==> src/rtl/gpo_seq_pkg.sv <==
// Shared constants for the GPO pattern sequencer: register map, CTRL/STAT bit positions, FSM states.
package gpo_seq_pkg;
  localparam logic [4:0] A_CTRL   = 5'd0;
  localparam logic [4:0] A_STAT   = 5'd1;
  localparam logic [4:0] A_DIRECT = 5'd2;
  localparam logic [4:0] A_WPTR   = 5'd3;
  localparam logic [4:0] A_TVAL   = 5'd4;
  localparam logic [4:0] A_TDUR   = 5'd5;
  localparam logic [4:0] A_LEN    = 5'd6;

  localparam int C_START = 0;
  localparam int C_STOP  = 1;
  localparam int C_LOOP  = 2;
  localparam int C_IE    = 3;

  localparam int S_BUSY = 0;
  localparam int S_DONE = 1;
  localparam int S_IDX  = 16;

  typedef enum logic {IDLE, RUN} state_t;
endpackage

==> src/rtl/gpo_seq_table.sv <==
// Pattern table: DEPTH entries of (value, duration), one sync write port, one async read port.
module gpo_seq_table #(
  parameter int W     = 8,
  parameter int DEPTH = 16,
  parameter int DW    = 24,
  localparam int AW   = $clog2(DEPTH)
) (
  input  logic          clk,
  input  logic          val_we_i,
  input  logic          dur_we_i,
  input  logic [AW-1:0] waddr_i,
  input  logic [W-1:0]  wval_i,
  input  logic [DW-1:0] wdur_i,
  input  logic [AW-1:0] raddr_i,
  output logic [W-1:0]  rval_o,
  output logic [DW-1:0] rdur_o
);
  logic [W-1:0]  val_q [DEPTH];
  logic [DW-1:0] dur_q [DEPTH];

  // Contents are deliberately not reset; software loads them before use.
  always_ff @(posedge clk) begin
    if (val_we_i) val_q[waddr_i] <= wval_i;
    if (dur_we_i) dur_q[waddr_i] <= wdur_i;
  end

  assign rval_o = val_q[raddr_i];
  assign rdur_o = dur_q[raddr_i];
endmodule

==> src/rtl/gpo_seq_core.sv <==
// MMIO slot core sequencing a W-bit output from a (value, duration) table.
// Optional done interrupt enabled by defining GPO_SEQ_IRQ_EN.
module gpo_seq_core
  import gpo_seq_pkg::*;
#(
  parameter int W     = 8,
  parameter int DEPTH = 16,
  parameter int DW    = 24
) (
  input  logic         clk,
  input  logic         reset,
  input  logic         cs,
  input  logic         read,
  input  logic         write,
  input  logic [4:0]   addr,
  input  logic [31:0]  wr_data,
  output logic [31:0]  rd_data,
  output logic [W-1:0] dout
`ifdef GPO_SEQ_IRQ_EN
  ,
  output logic         irq
`endif
);
  localparam int AW = $clog2(DEPTH);
  localparam logic [AW:0] LEN_MAX = (AW+1)'(DEPTH);

  state_t        state_q;
  logic [W-1:0]  dout_q;
  logic [AW-1:0] idx_q, wptr_q;
  logic [DW-1:0] cnt_q;
  logic [AW:0]   len_q;
  logic          loop_q, done_q;
`ifdef GPO_SEQ_IRQ_EN
  logic          ie_q;
`endif

  logic wr, wr_ctrl, wr_stat, wr_direct, wr_wptr, wr_tval, wr_tdur, wr_len;
  logic start, stop, last;
  logic [AW:0]   len_in, len_d, idx_nx;
  logic [AW-1:0] ld_idx;
  logic [W-1:0]  rval;
  logic [DW-1:0] rdur, ld_cnt;
  logic          unused_ok;

  assign wr        = cs && write;
  assign wr_ctrl   = wr && (addr == A_CTRL);
  assign wr_stat   = wr && (addr == A_STAT);
  assign wr_direct = wr && (addr == A_DIRECT);
  assign wr_wptr   = wr && (addr == A_WPTR);
  assign wr_tval   = wr && (addr == A_TVAL);
  assign wr_tdur   = wr && (addr == A_TDUR);
  assign wr_len    = wr && (addr == A_LEN);
  assign stop      = wr_ctrl && wr_data[C_STOP];
  assign start     = wr_ctrl && wr_data[C_START] && !wr_data[C_STOP];
  assign unused_ok = ^{read, wr_data};

  assign len_in = wr_data[AW:0];
  assign len_d  = (len_in > LEN_MAX) ? LEN_MAX : len_in;
  assign idx_nx = {1'b0, idx_q} + {{AW{1'b0}}, 1'b1};
  // Compared against the live LEN so a shortened table ends the sequence at the next entry boundary.
  assign last   = (idx_nx >= len_q);

  // Read address is the entry about to be loaded, so its value/duration are sampled in the loading cycle.
  always_comb begin
    ld_idx = '0;
    if (state_q == RUN && !start && !last) ld_idx = idx_nx[AW-1:0];
  end
  assign ld_cnt = (rdur == '0) ? '0 : rdur - DW'(1);

  gpo_seq_table #(.W(W), .DEPTH(DEPTH), .DW(DW)) u_table (
    .clk      (clk),
    .val_we_i (wr_tval),
    .dur_we_i (wr_tdur),
    .waddr_i  (wptr_q),
    .wval_i   (wr_data[W-1:0]),
    .wdur_i   (wr_data[DW-1:0]),
    .raddr_i  (ld_idx),
    .rval_o   (rval),
    .rdur_o   (rdur)
  );

  always_ff @(posedge clk) begin
    if (reset) begin
      state_q <= IDLE;
      dout_q  <= '0;
      idx_q   <= '0;
      cnt_q   <= '0;
      wptr_q  <= '0;
      len_q   <= '0;
      loop_q  <= 1'b0;
      done_q  <= 1'b0;
`ifdef GPO_SEQ_IRQ_EN
      ie_q    <= 1'b0;
`endif
    end else begin
      if (wr_ctrl) loop_q <= wr_data[C_LOOP];
`ifdef GPO_SEQ_IRQ_EN
      if (wr_ctrl) ie_q <= wr_data[C_IE];
`endif
      if (wr_wptr)      wptr_q <= wr_data[AW-1:0];
      else if (wr_tdur) wptr_q <= wptr_q + AW'(1);
      if (wr_len) len_q <= len_d;
      if (wr_stat && wr_data[S_DONE]) done_q <= 1'b0;

      case (state_q)
        IDLE: begin
          if (start && len_q != '0) begin
            idx_q   <= ld_idx;
            dout_q  <= rval;
            cnt_q   <= ld_cnt;
            done_q  <= 1'b0;
            state_q <= RUN;
          end else if (wr_direct) begin
            dout_q <= wr_data[W-1:0];
          end
        end
        RUN: begin
          if (stop) begin
            state_q <= IDLE;
          end else if (start) begin
            idx_q  <= ld_idx;
            dout_q <= rval;
            cnt_q  <= ld_cnt;
            done_q <= 1'b0;
          end else if (cnt_q != '0) begin
            cnt_q <= cnt_q - DW'(1);
          end else if (!last || loop_q) begin
            idx_q  <= ld_idx;
            dout_q <= rval;
            cnt_q  <= ld_cnt;
          end else begin
            state_q <= IDLE;
            done_q  <= 1'b1;
          end
        end
        default: state_q <= IDLE;
      endcase
    end
  end

  assign dout = dout_q;
`ifdef GPO_SEQ_IRQ_EN
  assign irq = done_q && ie_q;
`endif

  always_comb begin
    rd_data = '0;
    case (addr)
      A_CTRL: begin
        rd_data[C_LOOP] = loop_q;
`ifdef GPO_SEQ_IRQ_EN
        rd_data[C_IE] = ie_q;
`endif
      end
      A_STAT: begin
        rd_data[S_BUSY]          = (state_q == RUN);
        rd_data[S_DONE]          = done_q;
        rd_data[S_IDX+7:S_IDX]   = 8'(idx_q);
      end
      A_DIRECT: rd_data[W-1:0]  = dout_q;
      A_WPTR:   rd_data[AW-1:0] = wptr_q;
      A_LEN:    rd_data[AW:0]   = len_q;
      default:  rd_data = '0;
    endcase
  end
endmodule

==> config.mk <==
export PLATFORM = sky130hd
export DESIGN_NAME = gpo_seq_core
export DESIGN_NICKNAME = d
export VERILOG_FILES = /design/src/rtl/gpo_seq_pkg.sv /design/src/rtl/gpo_seq_table.sv /design/src/rtl/gpo_seq_core.sv
export SDC_FILE = /design/constraint.sdc
export NUM_CORES = 1
export LEC_CHECK = 0
export CORE_UTILIZATION = 50
export DETAILED_ROUTE_END_ITERATION = 10
export GPL_ROUTABILITY_DRIVEN = 0
export GPL_TIMING_DRIVEN = 0
export HOLD_SLACK_MARGIN = 0.02
export PLACE_DENSITY = 0.67
export SETUP_SLACK_MARGIN = 0.05
export SYNTH_ARGS = -nofsm -noshare
export SYNTH_HDL_FRONTEND = slang
export SYNTH_SLANG_ARGS = --single-unit
==> constraint.sdc <==
create_clock -name clk -period 12.1 [get_ports clk]
set_clock_uncertainty 0.05 [all_clocks]
set_input_delay 2.42 -clock clk [delete_from_list [all_inputs] [get_ports clk]]
set_output_delay 2.42 -clock clk [all_outputs]
set_load 0.02 [all_outputs]
== Yosys cells after proc, flatten, opt, wreduce, memory -nomap -nowiden ==
Memory sizes are Yosys's and may differ from the RTL's.
Cells that the tools add are included.

* Eq/ne operators: 12
* $lt $le $gt $ge: 2
* Add/sub/neg operators: 4
* Bitwise gates (word level): 1
* Multiplexer cells: 47
* Reduce and logical (&&, ||, !) cells: 27

{| class="wikitable"
|+ Operators by type and width
! cell !! number
|-
| 24-bit 2-to-1 mux || 6
|-
| 8-bit 2-to-1 mux || 6
|-
| 24-bit one-hot mux with 2 select lines || 1
|-
| 24-bit by 1-bit subtractor with 24-bit output, second input constant || 2
|-
| 4-bit 2-to-1 mux || 9
|-
| 24-bit zero test || 1
|-
| 24-bit nonzero test || 1
|-
| 8-bit one-hot mux with 2 select lines || 1
|-
| 5-bit by 3-bit equality test with 1-bit output, second input constant || 3
|-
| 1-bit logical AND || 15
|-
| 1-bit 2-to-1 mux || 15
|-
| 5-bit by 2-bit equality test with 1-bit output, second input constant || 2
|-
| 2-bit one-hot mux with 4 select lines || 1
|-
| 4-bit one-hot mux with 2 select lines || 1
|-
| 4-bit AND reduction || 2
|-
| 3-bit != test, second input constant || 2
|-
| 1-bit one-hot mux with 2 select lines || 3
|-
| 4-bit by 1-bit adder with 5-bit output, second input constant || 1
|-
| 5-bit by 1-bit equality test with 1-bit output, second input constant || 1
|-
| 5-bit >= comparator || 1
|-
| 5-bit > comparator, second input constant || 1
|-
| 5-bit zero test || 1
|-
| 5-bit 2-to-1 mux || 1
|-
| 5-bit nonzero test || 1
|-
| other kinds (12) || 15
|}

* Bits in writable memories: 512
* Register bits: 48
* Output and inout bits: 40
* Memories: 2
* Word-level logic and storage cells: 103
* Bits of input ports: 42

{| class="wikitable"
|+ Memories
! name !! depth !! width !! rd ports !! clocked after Yosys merged registers in !! wr ports !! RTL line !! text
|-
| u_table.dur_q || 16 || 24 || 1 || 0 || 1 || gpo_seq_table.sv:19 || <nowiki>logic [DW-1:0] dur_q [DEPTH];</nowiki>
|-
| u_table.val_q || 16 || 8 || 1 || 0 || 1 || gpo_seq_table.sv:18 || <nowiki>logic [W-1:0] val_q [DEPTH];</nowiki>
|}

== Depth between registers and ports, before layout ==
Gate-level depths: netlist of run 1.
An unclocked memory read counts as a cell.

* Depth after elaboration: 16
* Mapped depth: 22
* Depth with buffers taken out: 17

== By module ==
From an unflattened synthesis of run 1, not the netlist that was laid out.

* Cell total of the unflattened synthesis: 1353
* Area, all modules: 23381.2 um^2

{| class="wikitable"
|+ Modules (own cells, without submodules)
! module !! instances !! cells an instance !! area an instance (um^2) !! seq. area each (um^2)
|-
| gpo_seq_table || 1 || 830 || 19297.3 || 15374.7
|-
| gpo_seq_core || 1 || 523 || 4083.9 || 960.9
|}

== Worst setup path before layout of run 1 ==
No wires, ideal clock.

* Path kind: in2out
* Start: input addr[4]
* End: output rd_data[2]
* Data arrival time: 3549 ps
* Slack: 6081 ps
* Stages: 5
* Data required time: 9630 ps
* Buffers on the path: 1
* Cell sequence: or3_1 -> buf_2 -> nor2_1 -> a22oi_1 -> nand2_1

* Longest elaborated chain between the ends: 2
* Elaborated cells on any way between the ends: 5
* Those cells by class: eq/ne: 3; mux: 1; reduce/logical: 1

{| class="wikitable"
|+ Ends and longest elaborated chain
! what !! RTL line !! text
|-
| start: declaration || gpo_seq_core.sv:15 || <nowiki>input logic [4:0] addr,</nowiki>
|-
| 5-bit by 3-bit equality test with 1-bit output, or another cell as far along || gpo_seq_core.sv:148 || <nowiki>case (addr)</nowiki>
|-
| 1-bit one-hot mux with 4 select lines (*) || gpo_seq_core.sv:148 ||
|-
| end: declaration || gpo_seq_core.sv:17 || <nowiki>output logic [31:0] rd_data,</nowiki>
|}

Every way passes the cells marked *; elsewhere a longest branch is shown, timed or not.

== Worst setup path after layout of run 1 ==
* Start: input wr_data[0]
* End: register cnt_q[17]

* Longest elaborated chain between the ends: 14
* Elaborated cells on any way between the ends: 20
* Those cells by class: add/sub: 1; eq/ne: 2; mux: 8; reduce/logical: 8; memory: 1

{| class="wikitable"
|+ Ends and longest elaborated chain
! what !! RTL line !! text
|-
| start: declaration || gpo_seq_core.sv:16 || <nowiki>input logic [31:0] wr_data,</nowiki>
|-
| 1-bit logical AND (*) (2 in series) || gpo_seq_core.sv:54 || <nowiki>assign start = wr_ctrl && wr_data[C_START] && !wr_data[C_STOP];</nowiki>
|-
| 1-bit zero test || gpo_seq_core.sv:66 || <nowiki>if (state_q == RUN && !start && !last) ld_idx = idx_nx[AW-1:0];</nowiki>
|-
| 1-bit logical AND (2 in series) || gpo_seq_core.sv:66 ||
|-
| 4-bit 2-to-1 mux || gpo_seq_core.sv:66 ||
|-
| memory read 16 x 24 bit || n/a ||
|-
| 24-bit by 1-bit subtractor with 24-bit output or 24-bit zero test (tied branches) || gpo_seq_core.sv:68 || <nowiki>assign ld_cnt = (rdur == '0) ? '0 : rdur - DW'(1);</nowiki>
|-
| 24-bit 2-to-1 mux || gpo_seq_core.sv:68 ||
|-
| 24-bit 2-to-1 mux || gpo_seq_core.sv:127 || <nowiki>end else if (!last || loop_q) begin</nowiki>
|-
| 24-bit 2-to-1 mux || gpo_seq_core.sv:125 || <nowiki>end else if (cnt_q != '0) begin</nowiki>
|-
| 24-bit 2-to-1 mux || gpo_seq_core.sv:120 || <nowiki>end else if (start) begin</nowiki>
|-
| 24-bit 2-to-1 mux || gpo_seq_core.sv:118 || <nowiki>if (stop) begin</nowiki>
|-
| 24-bit one-hot mux with 2 select lines || gpo_seq_core.sv:105 || <nowiki>case (state_q)</nowiki>
|-
| end signal: assignment || gpo_seq_core.sv:110 || <nowiki>cnt_q <= ld_cnt;</nowiki>
|-
| end signal: assignment || gpo_seq_core.sv:123 || <nowiki>cnt_q <= ld_cnt;</nowiki>
|-
| end signal: assignment || gpo_seq_core.sv:126 || <nowiki>cnt_q <= cnt_q - DW'(1);</nowiki>
|-
| end: declaration || gpo_seq_core.sv:30 || <nowiki>logic [DW-1:0] cnt_q;</nowiki>
|}

Every way passes the cells marked *; elsewhere a longest branch is shown, timed or not. The select of a mux whose other input is x is not followed.
A chain may end at the register's enable or synchronous reset.

==> metrics.yaml, run 1 <==
yosys:
  yosysMostFrequentCell: "edfxtp_1"
  yosysTopAreaCellShare_pct: 63.5
  async_reset_ff_share_pct: 0
  synth_warnings: 0
  synthDistinctLibCells: 88
  synth_edf_count: 512
  ys.flop_type: "edfxtp_1"
  yosys.area.top_type: "edfxtp_1"
  ys_top_cells_by_count: "edfxtp_1 (512), nand2_1 (162), nor2_1 (126)"
  ys_seq_area_share_pct: 67.5
  ys_seq_elements: 560
  synth_area_mm2: 0.0242
  synthCells: 1845
  synth.avg_cell_area_um2: 13.1
  synth_area_leaders: "edfxtp_1 (63%), dfxtp_1 (4.0%), mux2i_1 (3.1%)"
clocking:
  post-cts-setup-buffers: 0
  cts_tree: "done"
  cts_resized: 0
  clk_latency_ps: 610
  clockBufferDepth: 3
  clk_pin_slew_ps: 60
  cts_inserted_buffers: 56
  root_buffer: "clkbuf_16"
  cts_hold_buf: 0
  htree_levels: 2
  cts.sink_count: 560
sta:
  rsz0062_at_grt: "no"
  tns_ps: 0
  setup_viol: 0
  maxSlewViolCount: 0
  fin_hold_ws_ps: 453
  hold_violations: 0
  slew_headroom_pct: 11.8
  min_period_ps: 7420
  fmax_mhz: 135
  worst_pin_slew_ps: 1320
  fin_crit_sh_pct: 61.4
grt:
  antenna_found_initial: 0
  overflow: 0
  track_usage_pct: 29.9
  grt_pass1_vias: 16600
  grt_max_degree: 41
  grt_first_pass_wirelength_um: 108000
routing:
  drc: 0
  wirelength_um: 73600
  wl_per_cell_um: 27.7
  drt_iter0_drc: 2614
  dr.pass1.iters: 6
  vias: 17300
  drt-vias-per-instance: 6.53
  postRouteAntennaNets: 0
die:
  start_util_pct: 50.7
  die-area_mm2: 0.0493
  fp.dieH_um: 222
  io_pins: 82
  row_count: 80
  die_width_um: 222
  coreArea_mm2: 0.0477
run_status:
  status: "finished, final reports clean"
critical_path:
  crit_chain: "buf_2, nor2b_1, a31oi_1, a21boi_2, nand2_1, buf_2, a311oi_1, o22ai_1, o211ai_1, nor2_1, nand3_1, xnor2_1, o22ai_1"
  endpoint_kind: "flop"
  worstPathRequired_ps: 12540
  crit_type: "in -> reg"
  cpMaxStageDelayCell: "o22ai_1"
  worstPathMaxFanout: 38
  start_kind: "input pin"
  max_stage_delay_ps: 710
  critical_path_arrival_ps: 7860
cells_and_area:
  area_delta_synth_final_pct: 15.5
  layout-drive-gt1-share_pct: 12.0
  fin_area_mm2: 0.0280
  fin_nets: 2047
  fillers: 3781
  multi_input_area_mm2: 0.00731
  register_area_mm2: 0.0163
  final_core_util_pct: 58.6
place:
  dp_hpwl_um: 49000
  dpl_cell_area_mm2: 0.0261
  io_buffers: 52
power:
  vdd_drop_max_mv: 0.109
  powerDensity_mw_per_mm2: 141
  leakagePower_nw: 8.94
flow_run:
  timing.max_cap.violations: 0
worst_hold_path:
  hold_path.class: "reg -> reg"
-- sequential cells by signal, summed over array words and instances, names as in the netlist --
signal	flops
len_q	5
idx_q	4
cnt_q	24
u_table.dur_q	384
state_q	1
dout	8
wptr_q	4
u_table.val_q	128
loop_q	1
done_q	1
-- final timing paths --
kind / from / to / slack, ps / cells past startpoint
setup / recovery: wr_data[0] / cnt_q[17]$_SDFFE_PP0P_ / 4680 / 13
hold / removal: done_q$_SDFF_PP0_ / done_q$_SDFF_PP0_ / 450 / 2
setup reg to reg: idx_q[1]$_SDFFE_PP0P_ / cnt_q[17]$_SDFFE_PP0P_ / 4720 / 19
hold reg to reg: done_q$_SDFF_PP0_ / done_q$_SDFF_PP0_ / 450 / 2
-- worst max-delay path, delay by kind of cell --
family | cells | cell delay [ps]
simple gates | 4 | 1850
compound gates | 6 | 2080
xor+xnor | 1 | 310
buf+inv | 2 | 1170
-- report_power, final --
| group | switching, mW | total [mW] | internal, mW |
|---|---|---|---|
| logic | 0.0467 | 0.0646 | 0.0179 |
| registers | 0.000597 | 2.11 | 2.11 |
| clock network | 0.728 | 1.77 | 1.04 |
-- area by class of cell --
class,instances,area share [%]
Antenna cell,1,0.00895
Buffer,139,2.44
Clock buffer,75,5.52
Clock inverter,28,1.15
Inverter,21,0.282
Multi-Input combinational cell,1144,26.1
Sequential cell,560,58.4
Tap cell,615,2.75
Timing Repair Buffer,69,3.31
-- cells in the final DEF, fill, tap and decap left out, types with 11 or more instances in the layout --
cell type,instances
clkinv_1,12
a221oi_1,11
nand2_1,162
buf_2,44
a22oi_1,29
a21oi_1,105
clkbuf_16,58
nand3_1,42
buf_4,22
mux2i_1,76
buf_1,17
o22ai_1,20
conb_1,20
mux2_2,27
buf_16,12
edfxtp_1,512
ha_1,14
a211oi_1,42
clkbuf_1,71
a31oi_1,52
nor2_4,16
nor2_1,110
clkdlybuf4s50_1,47
o21ai_0,105
xnor2_1,11
dfxtp_1,48
nor3_1,51
and2_1,17
inv_1,20
o221ai_1,36
and3_1,22
-- stage by stage --
stage	power [mW]	cells	setup WS, ps
floorplan	2.17	1864	6080
global placement	2.21	2531	3480
detailed placement	2.22	2547	3500
CTS	3.95	2650	4100
global route	4.03	2651	4600
finish	3.94	2652	4680
-- kinds of logic after synthesis --
logic type,after synthesis,synth area share [%]
adder cells (fa/ha/maj),14,0.723
AND/OR/NAND/NOR,497,9.87
buffers and inverters,160,3.15
flip-flops,560,67.5
XOR/XNOR,20,0.785
multiplexers,106,4.68
other,1,0.0155
AO/OA/AOI/OAI,487,13.3
-- metal layers --
layer	wire length (um)	share of wire, %	up-vias	global-route usage (%)
li1	-	-	7421	-
met1	28600	39	8443	42.0
met2	32600	44	1227	44.8
met3	9440	13	220	7.51
met4	2900	3.9	0	11.3
met5	0	0	-	0
(Power assumes the default switching activity.)
==> run 2, diff against run 1 <==
Settings changed: PLACE_DENSITY 0.67 to 0.7.
Clock period 12.1 ns to 6.55 ns, I/O delays scaled along.
==> run 2 against run 1 <==
Compared with the run above:
- worst hold slack improved by 1.4 ps
- power increased by 78%
- non-clock buffer count decreased by 2
- largest cell class unchanged
==> metrics.yaml, run 2 (synthesized netlist as in run 1, its figures left out) <==
run_status:
  status: "finished, final reports clean"
cells_and_area:
  fin_nets: 2045  # -0.098%
  area_delta_synth_final_pct: 14.5
  multi_input_area_mm2: 0.00732  # +0.15%
  fin_cells: 2642  # -0.38%
  fillers: 3714  # -1.8%
  register_area_mm2: 0.0163  # unchanged
  mostFrequentLayoutCells: "edfxtp_1 (512), nand2_1 (161), nor2_1 (109), a21oi_1 (105), o21ai_0 (105)"
  top_regs: "u_table.dur_q x384, u_table.val_q x128, cnt_q x24"
  mostFrequentLayoutCell: "edfxtp_1"
  layout-drive-gt1-share_pct: 12.0  # +0.059 points
  largest_register_ffs: 384  # unchanged
  regMostFlops: "u_table.dur_q"
die:
  start_util_pct: 50.7  # unchanged
  row_count: 80  # unchanged
  fp.dieH_um: 222  # unchanged
  coreArea_mm2: 0.0477  # unchanged
  die-area_mm2: 0.0493  # unchanged
  io_pins: 82  # unchanged
  die_width_um: 222  # unchanged
clocking:
  clk_pin_slew_ps: 70  # about the same
  cts.sink_count: 560  # unchanged
  cts_inserted_buffers: 56  # unchanged
  htree_levels: 2  # unchanged
  clockBufferDepth: 3  # unchanged
  clk_latency_ps: 620  # about the same
  root_buffer: "clkbuf_16"
  cts_hold_buf: 0  # unchanged
  cts_tree: "done"
critical_path:
  worstPathRequired_ps: 7010  # -5530 ps
  critical_path_arrival_ps: 6700  # -1160 ps
  crit_type: "reg -> reg"
  rrSetupSlack_ps: 310  # -4410 ps
  endpoint_kind: "flop"
  rr_startpoint: "idx_q[1]$_SDFFE_PP0P_"
  start_kind: "flop"
  r2r_end: "cnt_q[17]$_SDFFE_PP0P_"
  worstPathMaxFanout: 10  # -74%
  crit_start: "idx_q[1]$_SDFFE_PP0P_"
  crit_end: "cnt_q[17]$_SDFFE_PP0P_"
  r2r_cells: 19  # unchanged
routing:
  drc: 0  # unchanged
  wl_met1_um: 27900  # -2.7%
  highest_layer: "met4"
  dr.pass1.iters: 6  # unchanged
  wirelength_um: 72700  # -1.2%
  met2_length_um: 31900  # -2.0%
  drt_iter0_drc: 2698  # +3.2%
  drt-vias-per-instance: 6.63  # +1.6%
  wl_per_cell_um: 27.5  # -0.84%
  wl_met3_um: 9670  # +2.4%
  vias: 17500  # +1.2%
  postRouteAntennaNets: 0  # unchanged
sta:
  slew_headroom_pct: 11.2  # -0.58 points
  fmax_mhz: 160
  worst_pin_slew_ps: 1330  # +8.61 ps
  maxSlewViolCount: 0  # unchanged
  rsz0062_at_grt: "no"
  setup_viol: 0  # unchanged
  fin_crit_sh_pct: 95.2
  min_period_ps: 6240
  hold_violations: 0  # unchanged
grt:
  overflow: 0  # unchanged
  grt_pass1_vias: 16600  # +0.18%
  grt_first_pass_wirelength_um: 106000  # -2.0%
  antenna_found_initial: 1  # +1
  grt_max_degree: 41  # unchanged
  track_usage_pct: 29.2  # -0.71 points
power:
  vdd_drop_max_mv: 0.192  # +76%
  power_frac_comb_pct: 1.7  # about the same
  p_clk_share_pct: 42.7  # -2.1 points
  powerDensity_mw_per_mm2: 253  # +80%
  finalPower_mw: 7.02  # +78%
  switching_power_mw: 1.46  # +89%
  swShare_pct: 20.8  # +1.2 points
  p_seq_share_pct: 55.6  # +2.1 points
  leakagePower_nw: 8.82  # -1.3%
  cell_internal_pwr_mw: 5.56  # +75%
worst_hold_path:
  min_path_cells: 2  # unchanged
  hold_path.class: "reg -> reg"
place:
  dp_cells: 2545  # -0.079%
  dp_hpwl_um: 48400  # -1.2%
  io_buffers: 52  # unchanged
flow_run:
  timing.max_cap.violations: 0  # unchanged
==> run 2: power by group through the flow <==
stage,Sequential (mW),Combinational [mW],Clock (mW)
floorplan,3.98,0.0366,0
global placement,3.98,0.115,0
detailed placement,3.98,0.118,0
CTS,3.90,0.118,2.99
global route,3.90,0.126,3.12
finish,3.90,0.120,3.00
==> run 2: stage by stage <==
stage                     TNS [ps]  util (%)  cell area, um^2  hold WS [ps]  worst slack [ps]
after floorplan                  0         -            24300           413              2100
after global placement      -13280      53.6            25600           427              -727
after detailed placement    -12650      54.6            26100           443              -761
after CTS                        0      58.0            27700           451               114
after global routing             0      58.1            27700           487               250
final                            0      58.1            27700           455               313
==> run 2: repair_timing <==
action	CTS	global route
pin swaps	0	2
setup buffers	0	1
setup endpoints to repair	9	16
hold endpoints to repair	0	0
resized for setup	1	2
==> run 2: critical path, cell delays in order (launching register included) <==
cell      delay, ps
dfxtp_1         350
ha_1            230
xnor2_2         220
inv_2           170
buf_2           320
buf_2           430
buf_2           350
ha_1            160
o211ai_1         90
o21ai_0         470
a21boi_2        150
nand2_2         390
buf_2           550
a311oi_1        280
o22ai_2         430
o211ai_1        490
nor2_2          450
nand3_1         150
xnor2_1         240
o22ai_1         120
==> run 2: final cells by class <==
| type | count | share of cell area, % |
|---|---|---|
| Antenna cell | 1 | 0.00903 |
| Buffer | 139 | 2.46 |
| Clock buffer | 67 | 5.28 |
| Clock inverter | 28 | 0.709 |
| Inverter | 21 | 0.284 |
| Multi-Input combinational cell | 1144 | 26.4 |
| Sequential cell | 560 | 58.9 |
| Tap cell | 615 | 2.78 |
| Timing Repair Buffer | 67 | 3.13 |
==> run 2: layer usage <==
layer	track usage, %	vias to the layer above
li1	-	7412
met1	40.5	8564
met2	44.2	1320
met3	7.12	229
met4	11.7	0
met5	0	-
==> run 2: worst min path at each step <==
stage	from	to	slack, ps
after global routing	dout[6]$_SDFFE_PP0P_	dout[6]$_SDFFE_PP0P_	490
after floorplan	len_q[4]$_SDFFE_PP0P_	len_q[4]$_SDFFE_PP0P_	410
after detailed placement	done_q$_SDFF_PP0_	done_q$_SDFF_PP0_	440
after CTS	done_q$_SDFF_PP0_	done_q$_SDFF_PP0_	450
after global placement	done_q$_SDFF_PP0_	done_q$_SDFF_PP0_	430
final	done_q$_SDFF_PP0_	done_q$_SDFF_PP0_	450
==> run 3, diff against run 2 <==
Settings changed: PLACE_DENSITY 0.7 to unset, PLACE_DENSITY_LB_ADDON set to 0.3.
==> run 3 against run 2 <==
Compared with the run above:
- worst setup slack worse by 190 ps
- design area rose by 0.31%
- global-route usage up 0.44 points
- worst hold slack gained 1.7 ps
- non-clock buffer count is 2 higher
- final cell count grew 0.30%
- largest power group unchanged
- die area is the same
- first-iteration DRC count fell by 3.0%
- sequential share of layout area fell by 0.18 points
- power is 0.85% higher
- sequential power barely moved
- combinational power about the same
==> metrics.yaml, run 3 (synthesized netlist as in run 1, its figures left out) <==
run_status:
  status: "finished, final reports clean"
routing:
  drt_iter0_drc: 2617  # -3.0%
  wl_per_cell_um: 27.5  # about the same
  vias: 17300  # -1.1%
  postRouteAntennaNets: 0  # unchanged
  wirelength_um: 72900  # +0.32%
  dr.pass1.iters: 7  # +1
  drt-vias-per-instance: 6.54  # -1.4%
  drc: 0  # unchanged
die:
  die-area_mm2: 0.0493  # unchanged
  die_width_um: 222  # unchanged
  row_count: 80  # unchanged
  coreArea_mm2: 0.0477  # unchanged
  io_pins: 82  # unchanged
  fp.dieH_um: 222  # unchanged
  start_util_pct: 50.7  # unchanged
clocking:
  root_buffer: "clkbuf_16"
  clk_pin_slew_ps: 60  # about the same
  cts_inserted_buffers: 55  # -1.8%
  cts_hold_buf: 0  # unchanged
  clockBufferDepth: 3  # unchanged
  cts_tree: "done"
  clk_latency_ps: 620  # about the same
  htree_levels: 2  # unchanged
  cts.sink_count: 560  # unchanged
place:
  io_buffers: 52  # unchanged
  place_ws_ps: -756  # +4.65 ps
  dp_hpwl_um: 48700  # +0.53%
  dpl_cell_area_mm2: 0.0261  # +0.14%
sta:
  layout_setup_ws_ps: 118  # -194 ps
  slew_headroom_pct: 7.08  # -4.1 points
  fmax_mhz: 155  # -3.0%
  rsz0062_at_grt: "no"
  fin_crit_sh_pct: 98.2  # +3.0 points
  hold_violations: 0  # unchanged
  setup_viol: 0  # unchanged
  min_period_ps: 6430  # +194 ps
  maxSlewViolCount: 0  # unchanged
  worst_pin_slew_ps: 1390  # +61.8 ps
worst_hold_path:
  hold_path.class: "reg -> reg"
cells_and_area:
  top_regs: "u_table.dur_q x384, u_table.val_q x128, cnt_q x24"
  area_delta_synth_final_pct: 14.8
  mostFrequentLayoutCell: "edfxtp_1"
  fin_area_mm2: 0.0278  # +0.31%
  largest_register_ffs: 384  # unchanged
  mostFrequentLayoutCells: "edfxtp_1 (512), nand2_1 (161), nor2_1 (110), a21oi_1 (105), o21ai_0 (105)"
  fin_nets: 2046  # +0.049%
  regMostFlops: "u_table.dur_q"
  fillers: 3683  # -0.83%
  layout-drive-gt1-share_pct: 12.0  # -0.053 points
  antennaDiodeCount: 0  # -1
grt:
  antenna_found_initial: 0  # -1
  grt_max_degree: 41  # unchanged
  grt_first_pass_wirelength_um: 108000  # +1.4%
  overflow: 0  # unchanged
  grt_pass1_vias: 16700  # +0.77%
  track_usage_pct: 29.6  # +0.44 points
critical_path:
  endpoint_kind: "flop"
  max_stage_delay_ps: 550  # about the same
  path_delay_family: "compound AO/OA/AOI/OAI gates"
  crit_type: "reg -> reg"
  crit_top_cell: "buf_2"
  worstPathRequired_ps: 6980  # -30 ps
  crit_chain: "ha_1, xnor2_2, inv_2, buf_2, buf_2, buf_2, ha_1, o211ai_1, o21ai_0, a21boi_2, nand2_2, buf_2, a311oi_1, o22ai_2, o211ai_1, nor2_1, a31oi_1, o21ai_0, a21oi_1"
  worstPathMaxFanout: 10  # unchanged
  cpMaxStageDelayCell: "nor2_1"
  start_kind: "flop"
  crit_buf_inv: 5  # unchanged
  critical_path_arrival_ps: 6860  # +160 ps
power:
  powerDensity_mw_per_mm2: 254  # +0.53%
  finalPower_mw: 7.08  # +0.85%
  leakagePower_nw: 8.87  # +0.49%
  vdd_drop_max_mv: 0.197  # +2.9%
flow_run:
  timing.max_cap.violations: 0  # unchanged
-- run 3: stage by stage --
step / util, % / std cells / TNS (ps) / hold WS (ps)
global placement: 53.6 / 2531 / -13770 / 429
CTS: 58.2 / 2649 / 0 / 455
finish: 58.2 / 2650 / 0 / 457
floorplan: - / 1864 / 0 / 413
detailed placement: 54.6 / 2547 / -12160 / 447
global route: 58.2 / 2650 / 0 / 485
-- run 3: path summary, 6_finish.rpt --
kind | start | end | slack (ps) | cells after the start
hold reg to reg | done_q$_SDFF_PP0_ | done_q$_SDFF_PP0_ | 460 | 2
setup reg to reg | idx_q[0]$_SDFFE_PP0P_ | cnt_q[21]$_SDFFE_PP0P_ | 120 | 19
hold / removal | done_q$_SDFF_PP0_ | done_q$_SDFF_PP0_ | 460 | 2
setup / recovery | idx_q[0]$_SDFFE_PP0P_ | cnt_q[21]$_SDFFE_PP0P_ | 120 | 19
-- run 3: layout make-up --
| class | count | area (um^2) | area share [%] |
|---|---|---|---|
| Tap cell | 615 | 769 | 2.77 |
| Clock inverter | 32 | 244 | 0.877 |
| Inverter | 21 | 78.8 | 0.283 |
| Clock buffer | 70 | 1480 | 5.30 |
| Multi-Input combinational cell | 1144 | 7320 | 26.3 |
| Timing Repair Buffer | 69 | 901 | 3.24 |
| Sequential cell | 560 | 16300 | 58.7 |
| Buffer | 139 | 683 | 2.46 |
-- run 3: layer usage --
metal  wire, um  vias to the layer above  global-route usage [%]  part of all wire [%]
met5          0                        -                       0                     0
met4       3350                        0                    12.3                   4.6
met3       9750                      239                    7.95                    13
met2      32100                     1291                    44.7                    44
met1      27700                     8372                    40.5                    38
li1           -                     7427                       -                     -
-- run 3: power by group --
part	internal (mW)	switching, mW	total [mW]
registers	3.90	0.00107	3.90
clock network	1.71	1.35	3.06
logic	0.0312	0.0868	0.118
total	5.64	1.44	7.08
-- run 3: what timing repair did --
item | in CTS | in global routing
gates resized for setup | 1 | 1
endpoints found under the hold margin | 0 | 0
pin swaps | 0 | 1
buffers inserted | 0 | 1
setup endpoints to repair | 5 | 21
-- run 3: worst reg2reg max path: cells and delay by family (launching register included) --
family / cells / cell delay, ps
simple gates: 2 / 940
buf+inv: 5 / 1570
fa+ha+maj: 2 / 550
compound gates: 9 / 2460
flops: 1 / 330
xor+xnor: 1 / 400
==> variant, RTL diff (settings of run 3) <==
The option `GPO_SEQ_IRQ_EN` is turned on by a define.
--- a/src/rtl/gpo_seq_core.sv
+++ b/src/rtl/gpo_seq_core.sv
@@ -1,4 +1,6 @@
 // MMIO slot core sequencing a W-bit output from a (value, duration) table.
 // Optional done interrupt enabled by defining GPO_SEQ_IRQ_EN.
+`define GPO_SEQ_IRQ_EN
+
 module gpo_seq_core
   import gpo_seq_pkg::*;
Behaviour (old outputs only; new: irq): not the same (Yosys sat finds a counterexample within 4 cycles, from zero or initial values and one cycle with reset high).
==> variant against run 3 <==
Worst setup slack improved by 0.11 ns; worst hold slack is essentially flat; final area up 1.6%; largest power group unchanged; highest routed layer unchanged; largest cell class unchanged; sequential cell count grew 1; count of clock-buffer cells in the layout grew 3; area after synthesis grew 1.4%; power is 0.76% higher; routed wire length rose by 4.2%.
==> variant: results (changes against run 3) <==
[clocking]
clk_latency_ns=0.65  ; was 0.62 ns
ctsLongestPathBuffers=3  ; unchanged
cts_buffers=56  ; was 55

[yosys]
yosys-top-cells-area=edfxtp_1 63%, dfxtp_1 4.0%, mux2i_1 3.1%, nand2_1 2.7%, o21ai_0 2.1%  ; was edfxtp_1 63%, dfxtp_1 4.0%, mux2i_1 3.1%, nand2_1 2.5%, a21oi_1 2.2%
synth_cells=1846  ; was 1845
synth_cell_types=93  ; was 88
yosysSeqAreaShare_pct=66.6  ; was 67.5%
synth.top_cells.by_count=512 x edfxtp_1, 174 x nand2_1, 101 x o21ai_0, 95 x nor2_1, 81 x a21oi_1  ; was 512 x edfxtp_1, 162 x nand2_1, 126 x nor2_1, 105 x a21oi_1, 105 x o21ai_0

[routing]
drt_pass1_iterations=10  ; was 7
wirelength_mm=75.9  ; was 72.9 mm
first_iter_violations=3050  ; was 2617
vias=17571  ; was 17.3k
wire_per_inst_um=28.1  ; was 27.5 µm

[layout]
fill_cells=3760  ; was 3683
drive_gt1_share_pct=13.0  ; was 12.0%
finalNetCount=2053  ; was 2046
regMostFlops=u_table.dur_q  ; unchanged

[worst_setup_path]
cp.arrival_ns=6.79  ; was 6.86 ns
path_max_fanout=10  ; unchanged
r2r.worst_path.cells=20  ; was 19

[grt]
first_global_vias=16855  ; was 16.7k
grt_pass1_wl_mm=111  ; was 108 mm
antenna_found_initial=1  ; was 0
grtUsageMet3_pct=9.71  ; was 7.95%
grt_usage_pct=30.5  ; was 29.6%
grt_max_degree=40  ; was 41
met1_usage_pct=40.8  ; was 40.5%
use_met2_pct=45.7  ; was 44.7%

[place]
port_buffers=51  ; was 52
dp_cells=2595  ; was 2547
dp_slack_ns=-0.690  ; was -0.756 ns
dp_hpwl_mm=50.7  ; was 48.7 mm

[sta]
tightest_slew_ns=1.38  ; was 1.39 ns

[power]
peakVddDrop_mv=0.213  ; was 0.197 mV
p_leak_uw=0.00901  ; was 0.00887 µW

[outcome]
status=completed  ; unchanged

==> variant: changes by cell type in the layout (fill, tap and decap cells not counted), moves of 13 or more <==
cell,before,now
nor2_1,110,81
mux4_2,3,17
o221ai_1,36,12
and2_1,17,33
a22oi_1,29,15
nand2_1,161,174
mux2_2,27,14
a31oi_1,52,22
buf_2,45,31
a21oi_1,105,81
nand3_1,42,69
==> variant: area by class of cell <==
| class | count | area share [%] |
|---|---|---|
| Sequential cell | 561 | 57.9 |
| Tap cell | 656 | 2.90 |
| Buffer | 132 | 2.53 |
| Antenna cell | 1 | 0.00885 |
| Inverter | 24 | 0.319 |
| Timing Repair Buffer | 74 | 3.21 |
| Clock inverter | 31 | 0.810 |
| Multi-Input combinational cell | 1148 | 26.9 |
| Clock buffer | 73 | 5.40 |
==> variant: final timing paths <==
| kind | slack (ns) | endpoint | from |
|---|---|---|---|
| setup / recovery | 0.23 | cnt_q[4] | idx_q[1] |
| hold / removal | 0.46 | done_q | done_q |
| hold reg to reg | 0.46 | done_q | done_q |
| setup reg to reg | 0.23 | cnt_q[4] | idx_q[1] |
==> variant: kinds of logic after synthesis <==
family | Yosys count | synth area share (%)
DFF | 561 | 66.6
and+or+nand+nor | 546 | 11.1
AOI/OAI and AO/OA | 434 | 12.0
buffers and inverters | 156 | 3.27
muxes | 107 | 5.30
xor gates and xnor gates | 27 | 1.04
adders and majority gates | 14 | 0.713
other | 1 | 0.0153
==> variant: repair_timing <==
item                       4_1_cts  5_1_grt
setup endpoints to repair        7       25
pin swaps                        0        0
resized for setup                1        9
gates cloned                     0        0
hold buffers                     0        0
==> variant: power by group <==
group | internal, µW | total (µW) | switching [µW]
sequential | 3900 | 3910 | 1.01
combinational | 31.2 | 117 | 86.0
clock | 1720 | 3110 | 1390
==> variant: stage by stage <==
step	instance area (µm²)	TNS (ns)	total power, µW	hold WS (ns)
detailed placement	26500	-16.65	4100	0.448
floorplan	24600	0	4020	0.401
global route	28300	0	7280	0.503
finish	28300	0	7130	0.456
CTS	28200	0	7140	0.459
global placement	26000	-88.25	4090	0.445
==> variant: worst max-delay path, stage by stage, from the launching register on <==
cell	delay, ns
dfxtp_1	0.43
ha_1	0.33
xnor2_4	0.18
inv_2	0.14
buf_4	0.23
buf_4	0.26
buf_4	0.30
ha_1	0.28
o21a_1	0.20
o21ai_1	0.24
nor2_2	0.21
buf_2	0.27
nor2_2	0.65
a22oi_1	0.29
nor4_4	0.56
nand4_1	0.44
nor4_2	0.44
a21oi_2	0.17
buf_6	0.18
a221oi_2	0.24
nor2_1	0.07
==> variant: metal layers <==
layer | vias up | share of wire (%)
li1 | 7450 | -
met1 | 8551 | 38
met2 | 1305 | 44
met3 | 265 | 14
met4 | 0 | 4.6
met5 | - | 0
